--- config.mk ---
export PLATFORM = sky130hd
export DESIGN_NAME = risc_ctrl_pipe
export DESIGN_NICKNAME = d
export VERILOG_FILES = /design/src/rtl/risc_ctrl_pipe.sv
export SDC_FILE = /design/constraint.sdc
export NUM_CORES = 1
export LEC_CHECK = 0
export BUFFER_PORTS_ARGS = -buffer_cell sky130_fd_sc_hd__clkbuf_2
export CORE_MARGIN = 2
export CORE_UTILIZATION = 41
export CTS_CLUSTER_SIZE = 8
export DETAILED_ROUTE_END_ITERATION = 16
export PLACE_DENSITY = 0.76
export REMOVE_ABC_BUFFERS = 1
export SLEW_MARGIN = 20
export SYNTH_ARGS = -nofsm -noshare
export SYNTH_HDL_FRONTEND = slang
export SYNTH_SLANG_ARGS = --single-unit
--- constraint.sdc ---
create_clock -name clk -period 1.6 [get_ports clk]
set_clock_uncertainty 0.1 [all_clocks]
set_input_delay 0.32 -clock clk [delete_from_list [all_inputs] [get_ports clk]]
set_output_delay 0.32 -clock clk [all_outputs]
set_load 0.03 [all_outputs]
--- src/rtl/risc_ctrl_pipe.sv ---
// Pipelined control unit: decodes the D-stage instruction and carries its control word through E, M and W.
// Optional feature: define CTRL_ILLEGAL_EN to add the IllegalM output and flag illegal encodings.
module risc_ctrl_pipe #(
    parameter int ALU_CTRL_W   = 4,
    parameter int RESULT_SRC_W = 2
) (
    input  logic                    clk,
    input  logic                    reset,
    input  logic [31:0]             InstrD,
    input  logic                    StallE,
    input  logic                    FlushE,
    input  logic                    ZeroE,
    input  logic                    NegE,
    input  logic                    OvfE,
    input  logic                    CarryE,
    output logic [2:0]              ImmSrcD,
    output logic                    ALUSrcE,
    output logic [ALU_CTRL_W-1:0]   ALUControlE,
    output logic                    JalrE,
    output logic                    PCSrcE,
    output logic                    RegWriteM,
    output logic                    MemWriteM,
    output logic [RESULT_SRC_W-1:0] ResultSrcE,
    output logic [RESULT_SRC_W-1:0] ResultSrcM,
    output logic                    RegWriteW,
    output logic [RESULT_SRC_W-1:0] ResultSrcW
`ifdef CTRL_ILLEGAL_EN
    ,
    output logic                    IllegalM
`endif
);

    localparam logic [6:0] OP_LW   = 7'b0000011;
    localparam logic [6:0] OP_SW   = 7'b0100011;
    localparam logic [6:0] OP_R    = 7'b0110011;
    localparam logic [6:0] OP_I    = 7'b0010011;
    localparam logic [6:0] OP_B    = 7'b1100011;
    localparam logic [6:0] OP_JAL  = 7'b1101111;
    localparam logic [6:0] OP_JALR = 7'b1100111;
    localparam logic [6:0] OP_LUI  = 7'b0110111;

    localparam logic [3:0] ALU_ADD   = 4'd0;
    localparam logic [3:0] ALU_SUB   = 4'd1;
    localparam logic [3:0] ALU_AND   = 4'd2;
    localparam logic [3:0] ALU_OR    = 4'd3;
    localparam logic [3:0] ALU_SLL   = 4'd4;
    localparam logic [3:0] ALU_SRL   = 4'd5;
    localparam logic [3:0] ALU_XOR   = 4'd6;
    localparam logic [3:0] ALU_SLT   = 4'd7;
    localparam logic [3:0] ALU_SRA   = 4'd8;
    localparam logic [3:0] ALU_SLTU  = 4'd9;
    localparam logic [3:0] ALU_PASSB = 4'd10;

    typedef struct packed {
        logic                    reg_write;
        logic                    mem_write;
        logic [RESULT_SRC_W-1:0] result_src;
        logic                    jump;
        logic                    branch;
        logic                    jalr;
        logic                    alu_src;
        logic [ALU_CTRL_W-1:0]   alu_ctrl;
        logic [2:0]              funct3;
`ifdef CTRL_ILLEGAL_EN
        logic                    illegal;
`endif
    } ctrl_e_t;

    typedef struct packed {
        logic                    reg_write;
        logic                    mem_write;
        logic [RESULT_SRC_W-1:0] result_src;
`ifdef CTRL_ILLEGAL_EN
        logic                    illegal;
`endif
    } ctrl_m_t;

    typedef struct packed {
        logic                    reg_write;
        logic [RESULT_SRC_W-1:0] result_src;
    } ctrl_w_t;

    logic [6:0] op;
    logic [2:0] funct3;
    logic [6:0] funct7;
    logic       f7_ok;
    logic [3:0] alu_ri;
    logic [3:0] alu_code;
    logic [1:0] result_src2;
    logic       unused_instr_bits;
    ctrl_e_t    dec_d, ctrl_e;
    ctrl_m_t    ctrl_m;
    ctrl_w_t    ctrl_w;
    logic       br_cond;

    assign op                = InstrD[6:0];
    assign funct3            = InstrD[14:12];
    assign funct7            = InstrD[31:25];
    assign f7_ok             = (funct7 == 7'b0000000) || (funct7 == 7'b0100000);
    assign unused_instr_bits = ^{InstrD[24:15], InstrD[11:7]};

    // funct7[5] selects sub only for R-type add; it selects sra for both R and I shifts
    always_comb begin
        alu_ri = ALU_ADD;
        case (funct3)
            3'b000:  alu_ri = (op == OP_R && funct7[5]) ? ALU_SUB : ALU_ADD;
            3'b001:  alu_ri = ALU_SLL;
            3'b010:  alu_ri = ALU_SLT;
            3'b011:  alu_ri = ALU_SLTU;
            3'b100:  alu_ri = ALU_XOR;
            3'b101:  alu_ri = funct7[5] ? ALU_SRA : ALU_SRL;
            3'b110:  alu_ri = ALU_OR;
            default: alu_ri = ALU_AND;
        endcase
    end

    always_comb begin
        dec_d       = '0;
        ImmSrcD     = 3'b000;
        alu_code    = ALU_ADD;
        result_src2 = 2'b00;
        case (op)
            OP_LW: begin
                dec_d.reg_write = 1'b1;
                dec_d.alu_src   = 1'b1;
                result_src2     = 2'b01;
            end
            OP_SW: begin
                dec_d.alu_src   = 1'b1;
                dec_d.mem_write = 1'b1;
                ImmSrcD         = 3'b001;
            end
            // R-type with an unrecognised funct7 is treated as a bubble
            OP_R: if (f7_ok) begin
                dec_d.reg_write = 1'b1;
                alu_code        = alu_ri;
            end
            OP_I: begin
                dec_d.reg_write = 1'b1;
                dec_d.alu_src   = 1'b1;
                alu_code        = alu_ri;
            end
            OP_B: begin
                dec_d.branch = 1'b1;
                ImmSrcD      = 3'b010;
                alu_code     = ALU_SUB;
            end
            OP_JAL: begin
                dec_d.reg_write = 1'b1;
                dec_d.jump      = 1'b1;
                ImmSrcD         = 3'b011;
                result_src2     = 2'b10;
            end
            OP_JALR: begin
                dec_d.reg_write = 1'b1;
                dec_d.alu_src   = 1'b1;
                dec_d.jump      = 1'b1;
                dec_d.jalr      = 1'b1;
                result_src2     = 2'b10;
            end
            OP_LUI: begin
                dec_d.reg_write = 1'b1;
                dec_d.alu_src   = 1'b1;
                ImmSrcD         = 3'b100;
                alu_code        = ALU_PASSB;
            end
            default: ;
        endcase
        dec_d.alu_ctrl   = ALU_CTRL_W'(alu_code);
        dec_d.result_src = RESULT_SRC_W'(result_src2);
        dec_d.funct3     = funct3;
`ifdef CTRL_ILLEGAL_EN
        dec_d.illegal    = !(op inside {OP_LW, OP_SW, OP_R, OP_I, OP_B, OP_JAL, OP_JALR, OP_LUI})
                           || (op == OP_R && !f7_ok);
`endif
    end

    always_ff @(posedge clk or posedge reset) begin
        if (reset)       ctrl_e <= '0;
        else if (FlushE) ctrl_e <= '0;
        else if (!StallE) ctrl_e <= dec_d;
    end

    // A held E instruction must not reach M twice, so M takes a bubble while E is stalled
    always_ff @(posedge clk or posedge reset) begin
        if (reset)       ctrl_m <= '0;
        else if (StallE) ctrl_m <= '0;
        else begin
            ctrl_m.reg_write  <= ctrl_e.reg_write;
            ctrl_m.mem_write  <= ctrl_e.mem_write;
            ctrl_m.result_src <= ctrl_e.result_src;
`ifdef CTRL_ILLEGAL_EN
            ctrl_m.illegal    <= ctrl_e.illegal;
`endif
        end
    end

    always_ff @(posedge clk or posedge reset) begin
        if (reset) ctrl_w <= '0;
        else begin
            ctrl_w.reg_write  <= ctrl_m.reg_write;
            ctrl_w.result_src <= ctrl_m.result_src;
        end
    end

    always_comb begin
        case (ctrl_e.funct3)
            3'b000:  br_cond = ZeroE;
            3'b001:  br_cond = !ZeroE;
            3'b100:  br_cond = NegE ^ OvfE;
            3'b101:  br_cond = !(NegE ^ OvfE);
            3'b110:  br_cond = !CarryE;
            3'b111:  br_cond = CarryE;
            default: br_cond = 1'b0;
        endcase
    end

    assign PCSrcE      = (ctrl_e.jump || (ctrl_e.branch && br_cond)) && !StallE;
    assign ALUSrcE     = ctrl_e.alu_src;
    assign ALUControlE = ctrl_e.alu_ctrl;
    assign JalrE       = ctrl_e.jalr;
    assign ResultSrcE  = ctrl_e.result_src;
    assign RegWriteM   = ctrl_m.reg_write;
    assign MemWriteM   = ctrl_m.mem_write;
    assign ResultSrcM  = ctrl_m.result_src;
    assign RegWriteW   = ctrl_w.reg_write;
    assign ResultSrcW  = ctrl_w.result_src;
`ifdef CTRL_ILLEGAL_EN
    assign IllegalM    = ctrl_m.illegal;
`endif

endmodule

==> flow_summary.html <==
<table>
<tr><th>Metric</th><th>Value</th></tr>
<tr><th colspan="2">GRT</th></tr>
<tr><td>Vias in the first global route</td><td>1052</td></tr>
<tr><td>Remaining global-route overflow</td><td>0</td></tr>
<tr><td>Pin count of the biggest net entering global routing</td><td>22</td></tr>
<tr><td>Global-route wire length before repair</td><td>4.243 mm</td></tr>
<tr><td>Total global routing track utilization</td><td>16.12%</td></tr>
<tr><td>Number of antenna violations at the first check in global routing</td><td>0</td></tr>
<tr><th colspan="2">STA</th></tr>
<tr><td>Total Neg Setup Slack</td><td>-0.3669 ns</td></tr>
<tr><td>Final setup violation count</td><td>1</td></tr>
<tr><td>Final hold violations</td><td>0</td></tr>
<tr><td>Least-Margin Pin Slew</td><td>0.3733 ns</td></tr>
<tr><td>Tcrit/Tclk final</td><td>122.9%</td></tr>
<tr><td>Min Clock Period, post-route</td><td>1.967 ns</td></tr>
<tr><td>Setup repair after global routing missed its margin</td><td>true</td></tr>
<tr><td>Maximum achievable frequency</td><td>508.4 MHz</td></tr>
<tr><td>Final worst-path setup slack</td><td>-0.3669 ns</td></tr>
<tr><td>Pins Over Slew Limit</td><td>0</td></tr>
<tr><td>Tightest slew margin relative to the limit</td><td>74.88%</td></tr>
<tr><th colspan="2">Place</th></tr>
<tr><td>Count of buffers inserted at the top-level ports</td><td>43</td></tr>
<tr><td>Area after DPL</td><td>1511 µm²</td></tr>
<tr><td>Post-placement setup slack</td><td>-0.2005 ns</td></tr>
<tr><td>Estimated wirelength of the detail-placed design</td><td>2.124 mm</td></tr>
<tr><td>Final RePlAce weighted congestion</td><td>0.8939</td></tr>
<tr><td>Cells after DPL</td><td>206</td></tr>
<tr><th colspan="2">Yosys</th></tr>
<tr><td>Number of register bits inferred by synthesis</td><td>21</td></tr>
<tr><td>Simple-gate share of the synthesized area</td><td>21.72%</td></tr>
<tr><td>Count of unique library cells instantiated by Yosys</td><td>39</td></tr>
<tr><td>Dominant register cell in the synthesized netlist</td><td>sky130_fd_sc_hd__dfrtp_1</td></tr>
<tr><td>Gate count of the mapped netlist</td><td>127</td></tr>
<tr><td>Number of synthesized flops with an enable pin</td><td>0</td></tr>
<tr><td>Top cell type by total area after synthesis</td><td>sky130_fd_sc_hd__dfrtp_1</td></tr>
<tr><td>Complex-gate fraction of the synthesized area</td><td>15.95%</td></tr>
<tr><td>Multiplexer share of the synthesized area</td><td>4.197%</td></tr>
<tr><td>Area contributors post-synth</td><td>sky130_fd_sc_hd__dfrtp_1 44%, sky130_fd_sc_hd__mux2i_1 4.2%, sky130_fd_sc_hd__buf_4 3.8%</td></tr>
<tr><td>Average footprint of a synthesized cell</td><td>9.389 µm²</td></tr>
<tr><td>Yosys warning total</td><td>0</td></tr>
<tr><td>Post-synthesis xor/xnor area fraction</td><td>4.827%</td></tr>
<tr><td>Top cell type's share of synthesized area</td><td>44.07%</td></tr>
<tr><td>Proportion of synthesized chip area in sequential cells</td><td>44.07%</td></tr>
<tr><td>Cell area after synthesis</td><td>1192 µm²</td></tr>
<tr><td>Adder-cell share of the synthesized area</td><td>0.8395%</td></tr>
<tr><td>Dominant combinational cell family by area after synthesis</td><td>simple AND/OR/NAND/NOR gates</td></tr>
<tr><td>Async S/R FF share, synth</td><td>100.0%</td></tr>
<tr><th colspan="2">Pwr</th></tr>
<tr><td>Pwr/cell area</td><td>621.3 nW/µm²</td></tr>
<tr><td>Power dissipated by switching net loads</td><td>263.3 µW</td></tr>
<tr><td>Leak</td><td>0.0008025 µW</td></tr>
<tr><td>Proportion of total power due to net switching</td><td>26.44%</td></tr>
<tr><td>Maximum VDD drop</td><td>0.5074 mV</td></tr>
<tr><td>Clock power share</td><td>24.2%</td></tr>
<tr><td>Internal power consumption</td><td>732.5 µW</td></tr>
<tr><td>Sequential share of power</td><td>54.8%</td></tr>
<tr><td>Logic gate share of total power</td><td>21.0%</td></tr>
<tr><th colspan="2">Final layout</th></tr>
<tr><td>Total inserted antenna cells</td><td>0</td></tr>
<tr><td>Sequential cell area in the final layout</td><td>525.5 µm²</td></tr>
<tr><td>Final cell area excluding filler cells</td><td>1603 µm²</td></tr>
<tr><td>Final cell count without fillers</td><td>211</td></tr>
<tr><td>Leading cell types in the layout, fill and taps excluded</td><td>40 x sky130_fd_sc_hd__clkbuf_2, 21 x sky130_fd_sc_hd__dfrtp_1, 18 x sky130_fd_sc_hd__buf_4, 12 x sky130_fd_sc_hd__nand2_1, 10 x sky130_fd_sc_hd__nor2_1</td></tr>
<tr><td>Combined area of the multi-input logic cells</td><td>598.1 µm²</td></tr>
<tr><td>Ratio of cells with drive above 1 in the final layout</td><td>41.11%</td></tr>
<tr><td>Fill count</td><td>257</td></tr>
<tr><td>Core occupancy in the finished layout</td><td>58.12%</td></tr>
<tr><td>Most common cell after layout, fill and taps aside</td><td>sky130_fd_sc_hd__clkbuf_2</td></tr>
<tr><td>Net total in the final layout</td><td>221</td></tr>
<tr><td>Area growth from synthesis to layout</td><td>34.42%</td></tr>
<tr><th colspan="2">Route</th></tr>
<tr><td>Average wire per cell in the routed design</td><td>12.57 µm</td></tr>
<tr><td>Final wirelength</td><td>2.652 mm</td></tr>
<tr><td>Detailed Route Iter0 Violations</td><td>27</td></tr>
<tr><td>Remaining design rule violation count</td><td>0</td></tr>
<tr><td>Final ANT Viol Nets</td><td>0</td></tr>
<tr><td>Via density</td><td>5.227</td></tr>
<tr><td>Total number of vias</td><td>1103</td></tr>
<tr><td>Length of the first detailed-routing pass in iterations</td><td>4</td></tr>
<tr><th colspan="2">Floorplan</th></tr>
<tr><td>Core Box Area</td><td>2758 µm²</td></tr>
<tr><td>Effective utilization at floorplan</td><td>43.24%</td></tr>
<tr><td>Die Span X</td><td>57.93 µm</td></tr>
<tr><td>Number of placement rows</td><td>19</td></tr>
<tr><td>Y dimension of the die</td><td>57.93 µm</td></tr>
<tr><td>Die ar.</td><td>3356 µm²</td></tr>
<tr><td># IOs</td><td>59</td></tr>
<tr><th colspan="2">Status</th></tr>
<tr><td>Violated checks</td><td>negative setup slack</td></tr>
<tr><td>Status</td><td>finished with violations</td></tr>
<tr><th colspan="2">Clocking</th></tr>
<tr><td>CTS tree</td><td>done</td></tr>
<tr><td>Clock root buffer master</td><td>sky130_fd_sc_hd__clkbuf_4</td></tr>
<tr><td>Maximum root-to-sink buffer count</td><td>2</td></tr>
<tr><td>Clock transition at the register clock pins on the worst setup and hold paths after CTS</td><td>0.11 ns</td></tr>
<tr><td>Num CTS Buffers</td><td>3</td></tr>
<tr><td>CTS sink cnt</td><td>21</td></tr>
<tr><td>Clock H-tree levels</td><td>1</td></tr>
<tr><td>Clock network latency to the later pin of the worst-skew pair</td><td>0.29 ns</td></tr>
<tr><th colspan="2">Setup path</th></tr>
<tr><td>Reg2reg setup slack</td><td>0.64 ns</td></tr>
<tr><td>Critical Path Slowest Stage Cell</td><td>sky130_fd_sc_hd__dfrtp_1</td></tr>
<tr><td>CP cell instances</td><td>buf_6, xnor2_1, nor3_1, a21o_1, a31o_2, clkbuf_8</td></tr>
<tr><td>Type of the setup path with the least slack</td><td>register to output pin</td></tr>
<tr><td>Data arrival time of the worst path</td><td>1.55 ns</td></tr>
<tr><td>Setup crit end kind</td><td>output pin</td></tr>
<tr><td>CP peak stage delay</td><td>0.41 ns</td></tr>
<tr><td>Maximum fanout along the worst path</td><td>3</td></tr>
<tr><td>Worst Path Buf+Inv</td><td>2</td></tr>
<tr><td>Critical path required time</td><td>1.18 ns</td></tr>
<tr><td>Kind of start point of the critical path</td><td>register</td></tr>
<tr><td>Cell family contributing the most delay on the critical path</td><td>flip-flops</td></tr>
<tr><th colspan="2">Job</th></tr>
<tr><td>Number of maximum-capacitance violations</td><td>0</td></tr>
<tr><th colspan="2">Hold path</th></tr>
<tr><td>Classification of the worst-slack hold path</td><td>input pin to register</td></tr>
</table>
[per-stage QoR]
stage	total power [µW]	hold slack, ns
6_report	995.8	0.2307
2_1_floorplan	643.8	0.1965
5_1_grt	1044	0.2392
3_5_place_dp	755.3	0.2392
4_1_cts	1010	0.2207
3_3_place_gp	746.5	0.2350
[cell type report]
class,count,share of cell area [%]
inverters,6,1.405
multi-input cells,86,37.31
clock buffers,4,1.639
flip-flops and latches,21,32.79
well taps,31,2.420
repair buffers,63,24.43
[state kept, by name (all words and copies together), names as in the netlist]
signal / cells
ALUControlE: 4
MemWriteM: 1
ALUSrcE: 1
ResultSrcW: 2
ResultSrcE: 2
ctrl_e: 6
RegWriteW: 1
ResultSrcM: 2
RegWriteM: 1
JalrE: 1
[cells in the mapped netlist, drive strengths merged, types with 4 or more instances]
| cell | instances |
|---|---|
| inv | 6 |
| nor2b | 4 |
| mux2i | 5 |
| dfrtp | 21 |
| a211oi | 4 |
| a21oi | 6 |
| clkbuf | 5 |
| nand2 | 13 |
| buf | 9 |
| nor2 | 11 |
| nand3 | 5 |
| nor3 | 7 |
[what timing repair did]
action / in CTS / in global routing
pin swaps: 4 / 2
gates resized for setup: 8 / 2
endpoints found under the setup margin: 3 / 2
hold endpoints to repair: 21 / 0
setup buffers: 0 / 0
hold buffers: 1 / 0
cloned: 0 / 0
[worst register-to-register path: stages, from the launching register on]
cell and delay, ns:
sky130_fd_sc_hd__dfrtp_1 0.37, sky130_fd_sc_hd__inv_1 0.05, sky130_fd_sc_hd__a221oi_1 0.33
[worst paths after layout]
check	from	cells after the start	endpoint
max in group asynchronous	reset	4	ALUControlE[2]$_DFFE_PP0P_
hold / removal	StallE	2	RegWriteM$_DFF_PP0_
hold reg to reg	ResultSrcM[0]$_DFF_PP0_	0	ResultSrcW[0]$_DFF_PP0_
setup reg to reg	ALUSrcE$_DFFE_PP0P_	2	ALUSrcE$_DFFE_PP0P_
setup / recovery	ctrl_e[0]$_DFFE_PP0P_	6	PCSrcE
min in group asynchronous	reset	4	ResultSrcW[1]$_DFF_PP0_
[cells by family after synthesis]
| group | Yosys count |
|---|---|
| compound gates | 25 |
| xor+xnor | 5 |
| simple gates | 50 |
| buf+inv | 20 |
| fa+ha+maj | 1 |
| mux | 5 |
| flops | 21 |
[power by group through the flow]
stage / Combinational [µW] / Clock [µW] / Sequential, µW
floorplan: 80.4 / 0 / 563
global placement: 191 / 0 / 555
detailed placement: 199 / 0 / 556
CTS: 208 / 256 / 546
global route: 228 / 269 / 547
finish: 209 / 241 / 546
[routing by layer]
metal  share of wire, %  vias up  global-route usage [%]
met3                6.6        2                   1.563
met4               0.53        0                   6.645
met2                 51       45                   28.57
li1                   -      550                       -
met5                  0        -                       0
met1                 41      506                   20.03
Note: power is estimated with default switching activity, not from simulation.
